File: config.mk
export PLATFORM = sky130hd
export DESIGN_NAME = wide_addsub4_serial_flat
export DESIGN_NICKNAME = d
export VERILOG_FILES = /design/src/rtl/wide_addsub4_serial_if.sv /design/src/rtl/wide_addsub4_serial.sv /design/src/flat_wrapper.sv
export SDC_FILE = /design/constraint.sdc
export NUM_CORES = 2
export LEC_CHECK = 0
export CAP_MARGIN = 25
export CORE_AREA = 2 2 496 498
export DETAILED_ROUTE_END_ITERATION = 7
export DIE_AREA = 0 0 498 500
export GPL_ROUTABILITY_DRIVEN = 0
export PLACE_DENSITY = 0.44
export RECOVER_POWER = 50
export SLEW_MARGIN = 10
export SYNTH_ARGS = -nofsm -noshare
export SYNTH_HDL_FRONTEND = slang
export SYNTH_SLANG_ARGS = --single-unit
export TNS_END_PERCENT = 30
File: constraint.sdc
create_clock -name clk -period 9.19 [get_ports clk]
set_clock_uncertainty 0.1 [all_clocks]
set_input_delay 1.838 -clock clk [delete_from_list [all_inputs] [get_ports clk]]
set_output_delay 1.838 -clock clk [all_outputs]
set_load 0.02 [all_outputs]
File: src/rtl/wide_addsub4_serial_if.sv
// wide_addsub4_serial_if: operand and result handshake bundle
// for the folded 4-operand signed add/subtract reducer.
interface wide_addsub4_serial_if #(
    parameter int IN_WIDTH = 251
);
    localparam int OW = IN_WIDTH + 2;

    logic                       in_valid;
    logic                       in_ready;
    logic signed [IN_WIDTH-1:0] A;
    logic signed [IN_WIDTH-1:0] B;
    logic signed [IN_WIDTH-1:0] C;
    logic signed [IN_WIDTH-1:0] D;
    logic signed [OW-1:0]       S;
    logic                       out_valid;
    logic                       out_ready;

    modport master (
        output in_valid, A, B, C, D, out_ready,
        input  in_ready, S, out_valid
    );

    modport slave (
        input  in_valid, A, B, C, D, out_ready,
        output in_ready, S, out_valid
    );
endinterface

File: src/rtl/wide_addsub4_serial.sv
// wide_addsub4_serial: S = A +/- B +/- C +/- D on wide signed
// operands, one STAGE_WIDTH chunk per cycle, LSB chunk first.
module wide_addsub4_serial #(
    parameter int IN_WIDTH    = 251,
    parameter int STAGE_WIDTH = 64,
    parameter bit SUB_B       = 1'b0,
    parameter bit SUB_C       = 1'b0,
    parameter bit SUB_D       = 1'b0
) (
    input logic                  clk,
    input logic                  resetn,
    wide_addsub4_serial_if.slave bus
);
    localparam int SW  = STAGE_WIDTH;
    localparam int OW  = IN_WIDTH + 2;
    localparam int NCH = (OW + SW - 1) / SW;
    localparam int PW  = NCH * SW;
    localparam int KW  = (NCH > 1) ? $clog2(NCH) : 1;

    localparam logic [SW-1:0] MB = {SW{SUB_B}};
    localparam logic [SW-1:0] MC = {SW{SUB_C}};
    localparam logic [SW-1:0] MD = {SW{SUB_D}};
    localparam logic [1:0]    CIN = 2'(SUB_B) + 2'(SUB_C) + 2'(SUB_D);
    localparam logic [PW-1:0] CMASK = PW'({SW{1'b1}});

    typedef enum logic [1:0] {
        IDLE = 2'd0,
        CALC = 2'd1,
        DONE = 2'd2
    } state_t;

    state_t          state;
    state_t          state_nxt;
    logic            live;
    logic [KW-1:0]   k;
    logic [1:0]      carry;
    logic [OW-1:0]   a_r;
    logic [OW-1:0]   b_r;
    logic [OW-1:0]   c_r;
    logic [OW-1:0]   d_r;
    logic [OW-1:0]   s_r;
    logic [SW-1:0]   a_k;
    logic [SW-1:0]   b_k;
    logic [SW-1:0]   c_k;
    logic [SW-1:0]   d_k;
    logic [SW+1:0]   sum;
    logic [31:0]     sh;
    logic            accept;
    logic            last;

    // Sign-extend an operand to the full result width.
    function automatic logic [OW-1:0] sext(input logic [IN_WIDTH-1:0] x);
        return {{2{x[IN_WIDTH-1]}}, x};
    endfunction

    // State register; live keeps in_ready low until the first edge out of reset.
    always_ff @(posedge clk or negedge resetn) begin
        if (!resetn) begin
            state <= IDLE;
            live  <= 1'b0;
        end else begin
            state <= state_nxt;
            live  <= 1'b1;
        end
    end

    // Next-state logic; unused encodings fall back to IDLE.
    always_comb begin
        state_nxt = state;
        unique case (state)
            IDLE: if (accept) state_nxt = CALC;
            CALC: if (last) state_nxt = DONE;
            DONE: if (bus.out_ready) state_nxt = IDLE;
            default: state_nxt = IDLE;
        endcase
    end

    // Handshake outputs decoded from state; S is the held result register.
    always_comb begin
        bus.in_ready  = live && (state == IDLE);
        bus.out_valid = (state == DONE);
        bus.S         = s_r;
    end

    // Chunk select and the single shared 4-input chunk adder.
    always_comb begin
        accept = bus.in_valid && bus.in_ready;
        last   = (k == KW'(NCH - 1));
        sh     = 32'(k) * 32'(SW);
        a_k    = SW'(PW'(a_r) >> sh);
        b_k    = SW'(PW'(b_r) >> sh);
        c_k    = SW'(PW'(c_r) >> sh);
        d_k    = SW'(PW'(d_r) >> sh);
        sum    = (SW+2)'(a_k) + (SW+2)'(b_k ^ MB)
               + (SW+2)'(c_k ^ MC) + (SW+2)'(d_k ^ MD)
               + (SW+2)'(carry);
    end

    // Capture operands at accept, then write one result chunk per CALC cycle.
    always_ff @(posedge clk or negedge resetn) begin
        if (!resetn) begin
            a_r   <= '0;
            b_r   <= '0;
            c_r   <= '0;
            d_r   <= '0;
            s_r   <= '0;
            carry <= '0;
            k     <= '0;
        end else if (accept) begin
            a_r   <= sext(bus.A);
            b_r   <= sext(bus.B);
            c_r   <= sext(bus.C);
            d_r   <= sext(bus.D);
            carry <= CIN;
            k     <= '0;
        end else if (state == CALC) begin
            s_r   <= (s_r & ~OW'(CMASK << sh))
                   | OW'(PW'(sum[SW-1:0]) << sh);
            carry <= sum[SW+1:SW];
            if (!last) k <= k + 1'b1;
        end
    end
endmodule

File: src/flat_wrapper.sv
// flat-port wrapper written by rule: the top's interface ports become plain ports
module wide_addsub4_serial_flat 
#(
    parameter int IN_WIDTH    = 251,
    parameter int STAGE_WIDTH = 64,
    parameter bit SUB_B       = 1'b0,
    parameter bit SUB_C       = 1'b0,
    parameter bit SUB_D       = 1'b0
)
  (clk, resetn, bus_in_valid, bus_A, bus_B, bus_C, bus_D, bus_out_ready, bus_in_ready, bus_S, bus_out_valid);
  wide_addsub4_serial_if #(.IN_WIDTH(IN_WIDTH)) bus_i ();
  input logic clk;
  input logic resetn;
  input wire logic [$bits(bus_i.in_valid)-1:0] bus_in_valid;
  input wire logic [$bits(bus_i.A)-1:0] bus_A;
  input wire logic [$bits(bus_i.B)-1:0] bus_B;
  input wire logic [$bits(bus_i.C)-1:0] bus_C;
  input wire logic [$bits(bus_i.D)-1:0] bus_D;
  input wire logic [$bits(bus_i.out_ready)-1:0] bus_out_ready;
  output wire logic [$bits(bus_i.in_ready)-1:0] bus_in_ready;
  output wire logic [$bits(bus_i.S)-1:0] bus_S;
  output wire logic [$bits(bus_i.out_valid)-1:0] bus_out_valid;
  assign bus_i.in_valid = bus_in_valid;
  assign bus_i.A = bus_A;
  assign bus_i.B = bus_B;
  assign bus_i.C = bus_C;
  assign bus_i.D = bus_D;
  assign bus_i.out_ready = bus_out_ready;
  assign bus_in_ready = bus_i.in_ready;
  assign bus_S = bus_i.S;
  assign bus_out_valid = bus_i.out_valid;
  wide_addsub4_serial #(.IN_WIDTH(IN_WIDTH), .STAGE_WIDTH(STAGE_WIDTH), .SUB_B(SUB_B), .SUB_C(SUB_C), .SUB_D(SUB_D)) u_core (.clk(clk), .resetn(resetn), .bus(bus_i));
endmodule
[Word-level counts from Yosys, hierarchy flattened]
Index checks and enable logic that the tools add are counted.
Storage, ports and cells
  bits in registers: 1264
  output and inout bits: 255
  logic and storage cells: 47
Operators by class
  add/sub/neg operators: 5
  equal/unequal tests: 7
  shift-type cells: 6
  muxes and demuxes: 9
  bitwise logic cells: 4
  reduce and logical (&&, ||, !) cells: 7
Operator list (count)
  253-bit by 8-bit >> shifter with 64-bit output: 4
  253-bit bitwise AND: 1
  253-bit inverter: 1
  253-bit OR: 1
  64-bit by 8-bit left shift with 253-bit output: 1
  64-bit by 8-bit left shift with 253-bit output, first input constant: 1
  66-bit by 64-bit adder with 66-bit output: 2
  66-bit by 2-bit adder with 66-bit output: 1
  64-bit by 64-bit adder with 65-bit output: 1
  2-bit two-way mux: 8
  2-bit by 1-bit inequality test with 1-bit output, second input constant: 3
  2-bit one-hot mux with 3 select lines: 1
  2-bit equality test, second input constant: 2
  2-bit AND reduction: 2
  3-bit AND reduction: 1
  2-bit by 1-bit adder with 2-bit output, second input constant: 1
  2-bit by 1-bit equality test with 1-bit output, second input constant: 1
  1-bit logical AND: 2
  2-bit logical NOT: 1
  2-bit inequality test, second input constant: 1
  2-bit nonzero test: 1
  1-bit inverter: 1

[Logic depth before layout (Yosys ltp)]
  word-level depth: 7
  gate-level depth with buffers: 31
  mapped depth without buffers: 27

[Worst setup path before layout]
OpenSTA, ideal clock, no wires.
  kind: register to register
  start: reg u_core.k[0]
  end: reg u_core.s_r[124] (netlist: u_core.bus.S[124])
  data arrival time: 7.350 ns
  required time: 8.969 ns
  setup slack: 1.619 ns
  stages on the path, launching flop included: 30
  buffers on the path: 4
  cell sequence: dfrtp_1 -> clkbuf_1 -> clkbuf_1 -> buf_1 -> mux4_2 -> ha_1 -> o21ai_0 -> o21ai_0 -> a21oi_1 -> o21ai_1 -> a31oi_1 -> o2bb2ai_1 -> o41ai_2 -> o221ai_1 -> a21oi_1 -> xnor2_1 -> fa_1 -> ha_1 -> ha_1 -> buf_2 -> a21oi_1 -> o21ai_1 -> or4_1 -> a211oi_1 -> o21ai_1 -> a31oi_1 -> o211ai_1 -> a21oi_1 -> xnor2_1 -> a22o_1
On the way
  word-level cells in the longest chain between the ends: 7
  elaborated cells on any way between the ends: 13
RTL lines
  start, declared: RTL line wide_addsub4_serial.sv:35  | logic [KW-1:0] k;
  start signal, assigned: RTL line wide_addsub4_serial.sv:120  | if (!last) k <= k + 1'b1;
  253-bit by 8-bit >> shifter with 64-bit output (on tied branches): RTL line wide_addsub4_serial.sv:90, wide_addsub4_serial.sv:91
  64-bit by 64-bit adder with 65-bit output: RTL line wide_addsub4_serial.sv:94  | sum = (SW+2)'(a_k) + (SW+2)'(b_k ^ MB)
  66-bit by 64-bit adder with 66-bit output (2 in series): RTL line wide_addsub4_serial.sv:95  | + (SW+2)'(c_k ^ MC) + (SW+2)'(d_k ^ MD)
  66-bit by 2-bit adder with 66-bit output: RTL line wide_addsub4_serial.sv:96  | + (SW+2)'(carry);
  64-bit by 8-bit left shift with 253-bit output: RTL line wide_addsub4_serial.sv:118  | | OW'(PW'(sum[SW-1:0]) << sh);
  253-bit OR *: RTL line wide_addsub4_serial.sv:118
  end signal, assigned: RTL line wide_addsub4_serial.sv:117  | s_r <= (s_r & ~OW'(CMASK << sh))
  end, declared: RTL line wide_addsub4_serial.sv:41  | logic [OW-1:0] s_r;
Every way passes the cells marked *; elsewhere a longest branch is shown, timed or not.
A chain may end at the register's enable or synchronous reset.

[Worst setup path in the final report]
  start: reg u_core.k[0]
  end: reg u_core.s_r[60] (netlist: u_core.bus.S[60])
Same word-level chain as after synthesis.

==> results.json <==
{
  "io_pins": 1263,
  "fp.dieH_um": 500,
  "drc": 0,
  "synth_edf_count": 0,
  "wl_per_cell_um": 26.4,
  "vias": 52397,
  "cts_buffer_depth": 3,
  "seq_area_um2": 31600,
  "arrival_ns": 9.38,
  "setup_tns_ns": 0,
  "setup_viol": 0,
  "crit_top_cell": "a21oi_1",
  "ant_nets": 0,
  "cap_violations": 6,
  "status": "finished, violations left",
  "cp_slowest_cell": "dfrtp_4",
  "syn_area_um2": 62000,
  "fmax_mhz": 114,
  "hold_viol": 0,
  "ys_seq_elements": 1264,
  "grt_first_pass_wirelength_mm": 409,
  "ys_async_sr_fraction_pct": 100,
  "grt_use_total_pct": 22.8,
  "final_cell_mix": "3151 x nand2_1, 1262 x dfrtp_1, 1260 x clkdlybuf4s50_1",
  "fin_crit_ns": 8.73,
  "path_class": "register to register",
  "synth-adder-area-share_pct": 6.11,
  "core_area_um2": 244000,
  "path_clk_slew_ns": 0.06,
  "synth_top_family_by_area": "simple AND/OR/NAND/NOR gates",
  "drtIter0Drc": 3717,
  "yosysUniqueCellTypes": 80,
  "critPathLaunchType": "register",
  "hp-class": "register to register",
  "htree_levels": 4,
  "slew_viol_final": 466,
  "multiInputGateArea_um2": 28800,
  "via_per_inst": 4.77,
  "cts_tree": "built",
  "dp_hpwl_mm": 226,
  "grt_max_degree": 239,
  "synth_xor_area_share_pct": 1.73,
  "slowest_delay_ns": 0.68,
  "crit_fanout": 16,
  "synth_nets": 7722,
  "period_share_pct": 95.0,
  "nNetsFinal": 8869,
  "setup_slack_ns": 0.455,
  "synth-compound-area-share_pct": 8.20,
  "layout_commonest_cell": "nand2_1",
  "avgSynthCellArea_um2": 9.62,
  "violations": "max-capacitance violations, max-slew violations",
  "overflow": 0,
  "crit_family": "compound AO/OA/AOI/OAI gates",
  "drt_first_pass_iters": 5,
  "yosysTopAreaCellShare_pct": 51.0,
  "cts_hold_buf": 0,
  "io_buffer_count": 1262,
  "cp_num_buf_inv": 2,
  "clock_latency_ns": 0.81,
  "dp_slack_ns": 0.107,
  "grt_pass1_vias": 53475,
  "start_util_pct": 25.4,
  "rsz0062_at_grt": "no",
  "synthFlopType": "dfrtp_1",
  "cts.sinks": 1264,
  "num_rows": 182,
  "syn2layout_area_growth_pct": 35.4,
  "dieWidth_um": 498,
  "ys_seq_area_share_pct": 51.0,
  "relSlewSlack_pct": -350,
  "yosys.area_share.simple_pct": 21.2,
  "synthTopCellsByArea": "dfrtp_1 51%, nand2_1 19%, mux4_2 8.9%, ha_1 4.0%, a22o_1 3.2%",
  "cp-end-kind": "register",
  "drive_above_1_share_pct": 8.57,
  "yosys.area.top_type": "dfrtp_1",
  "antenna_found_initial": 83,
  "cp_data_required_time_ns": 9.83,
  "synth_cells": 6451,
  "tightest_slew_ns": 6.75,
  "cts-root-buf": "clkbuf_16",
  "cts_made_buffers": 156,
  "ys.warnings.count": 0,
  "n_fill_cell": 24974,
  "die_area_um2": 249000,
  "synthMuxAreaShare_pct": 9.07,
  "drt-total-wl_mm": 290
}
## layout make-up
class	count	share of cell area, %
Clock buffer	236	5.63
Inverter	41	0.183
Tap cell	3220	4.80
Clock inverter	52	0.961
Antenna cell	40	0.119
Timing Repair Buffer	1383	16.3
Sequential cell	1264	37.7
Multi-Input combinational cell	4752	34.3
## cell families after synthesis
kind of cell	count (synthesis)
simple gates	3405
flops	1264
compound gates	704
buf+inv	435
fa+ha+maj	263
mux	257
xor+xnor	122
other cells	1
## layer usage
layer / up-vias / wire (um) / global-route usage, %
met5: - / 300 / 0
met4: 44 / 6860 / 5.58
met3: 350 / 17500 / 5.02
met2: 1829 / 134000 / 36.3
met1: 26317 / 132000 / 31.4
li1: 23857 / - / -
## through the flow
step                      hold WS, ns  util [%]  cell area, um2  instances
after floorplan                 0.340         -           62000       6451
after global placement          0.352      32.1           78300      10649
after detailed placement        0.357      32.1           78400      10657
after CTS                       0.370      34.3           83900      10945
after global routing            0.383      34.4           84000      10965
final                           0.367      34.4           84000      10988
## state kept, by name, summed over array words and instances, names as in the netlist
name,flops
u_core.a_r,251
u_core.d_r,251
u_core.state,2
u_core.k,2
u_core.live,1
u_core.b_r,251
u_core.c_r,251
u_core.carry,2
u_core.bus.S,253
## Yosys cell counts, drive strengths merged, types with 4 or more instances
master  number
nor2b       19
nor3        20
mux2i       13
and4         4
nand3       38
or3          5
fa          67
and2         4
buf         58
a211o        5
xnor2       70
a221oi       8
inv         41
nand4       46
o21a        11
xor2        52
a211oi      17
o211ai       9
or4          4
and3         6
ha         196
o221ai       7
a31oi       12
mux4       244
o21bai      19
nand2b      11
clkbuf     336
a21o        76
o21ai      114
a21oi      147
a21boi       5
dfrtp     1264
a31o         6
nor2        74
a22o       224
o31ai       13
or2          9
nand2     3156
## worst min-delay path, stage by stage (launching register included)
cell     delay [ns]
dfrtp_1        0.33
nand2_1        0.05
nand2_1        0.05
## worst paths after layout
path / start / endpoint / slack (ns) / cells after the start
min in group asynchronous: resetn / u_core.bus.S[186] / 3.62 / 1
max in group asynchronous: resetn / u_core.k[1] / 1.06 / 3
hold reg to reg: u_core.d_r[163] / u_core.d_r[163] / 0.37 / 2
setup / recovery: u_core.k[0] / u_core.bus.S[60] / 0.46 / 27
setup reg to reg: u_core.k[0] / u_core.bus.S[60] / 0.46 / 27
hold / removal: u_core.d_r[163] / u_core.d_r[163] / 0.37 / 2
## what timing repair did
item | in CTS | in global routing
resized for setup | 0 | 6
buffers inserted | 0 | 1
endpoints found under the setup margin | 0 | 43
Power is not shown: default switching activity piles up to over one toggle a cycle in this logic, so the estimate is an artifact.
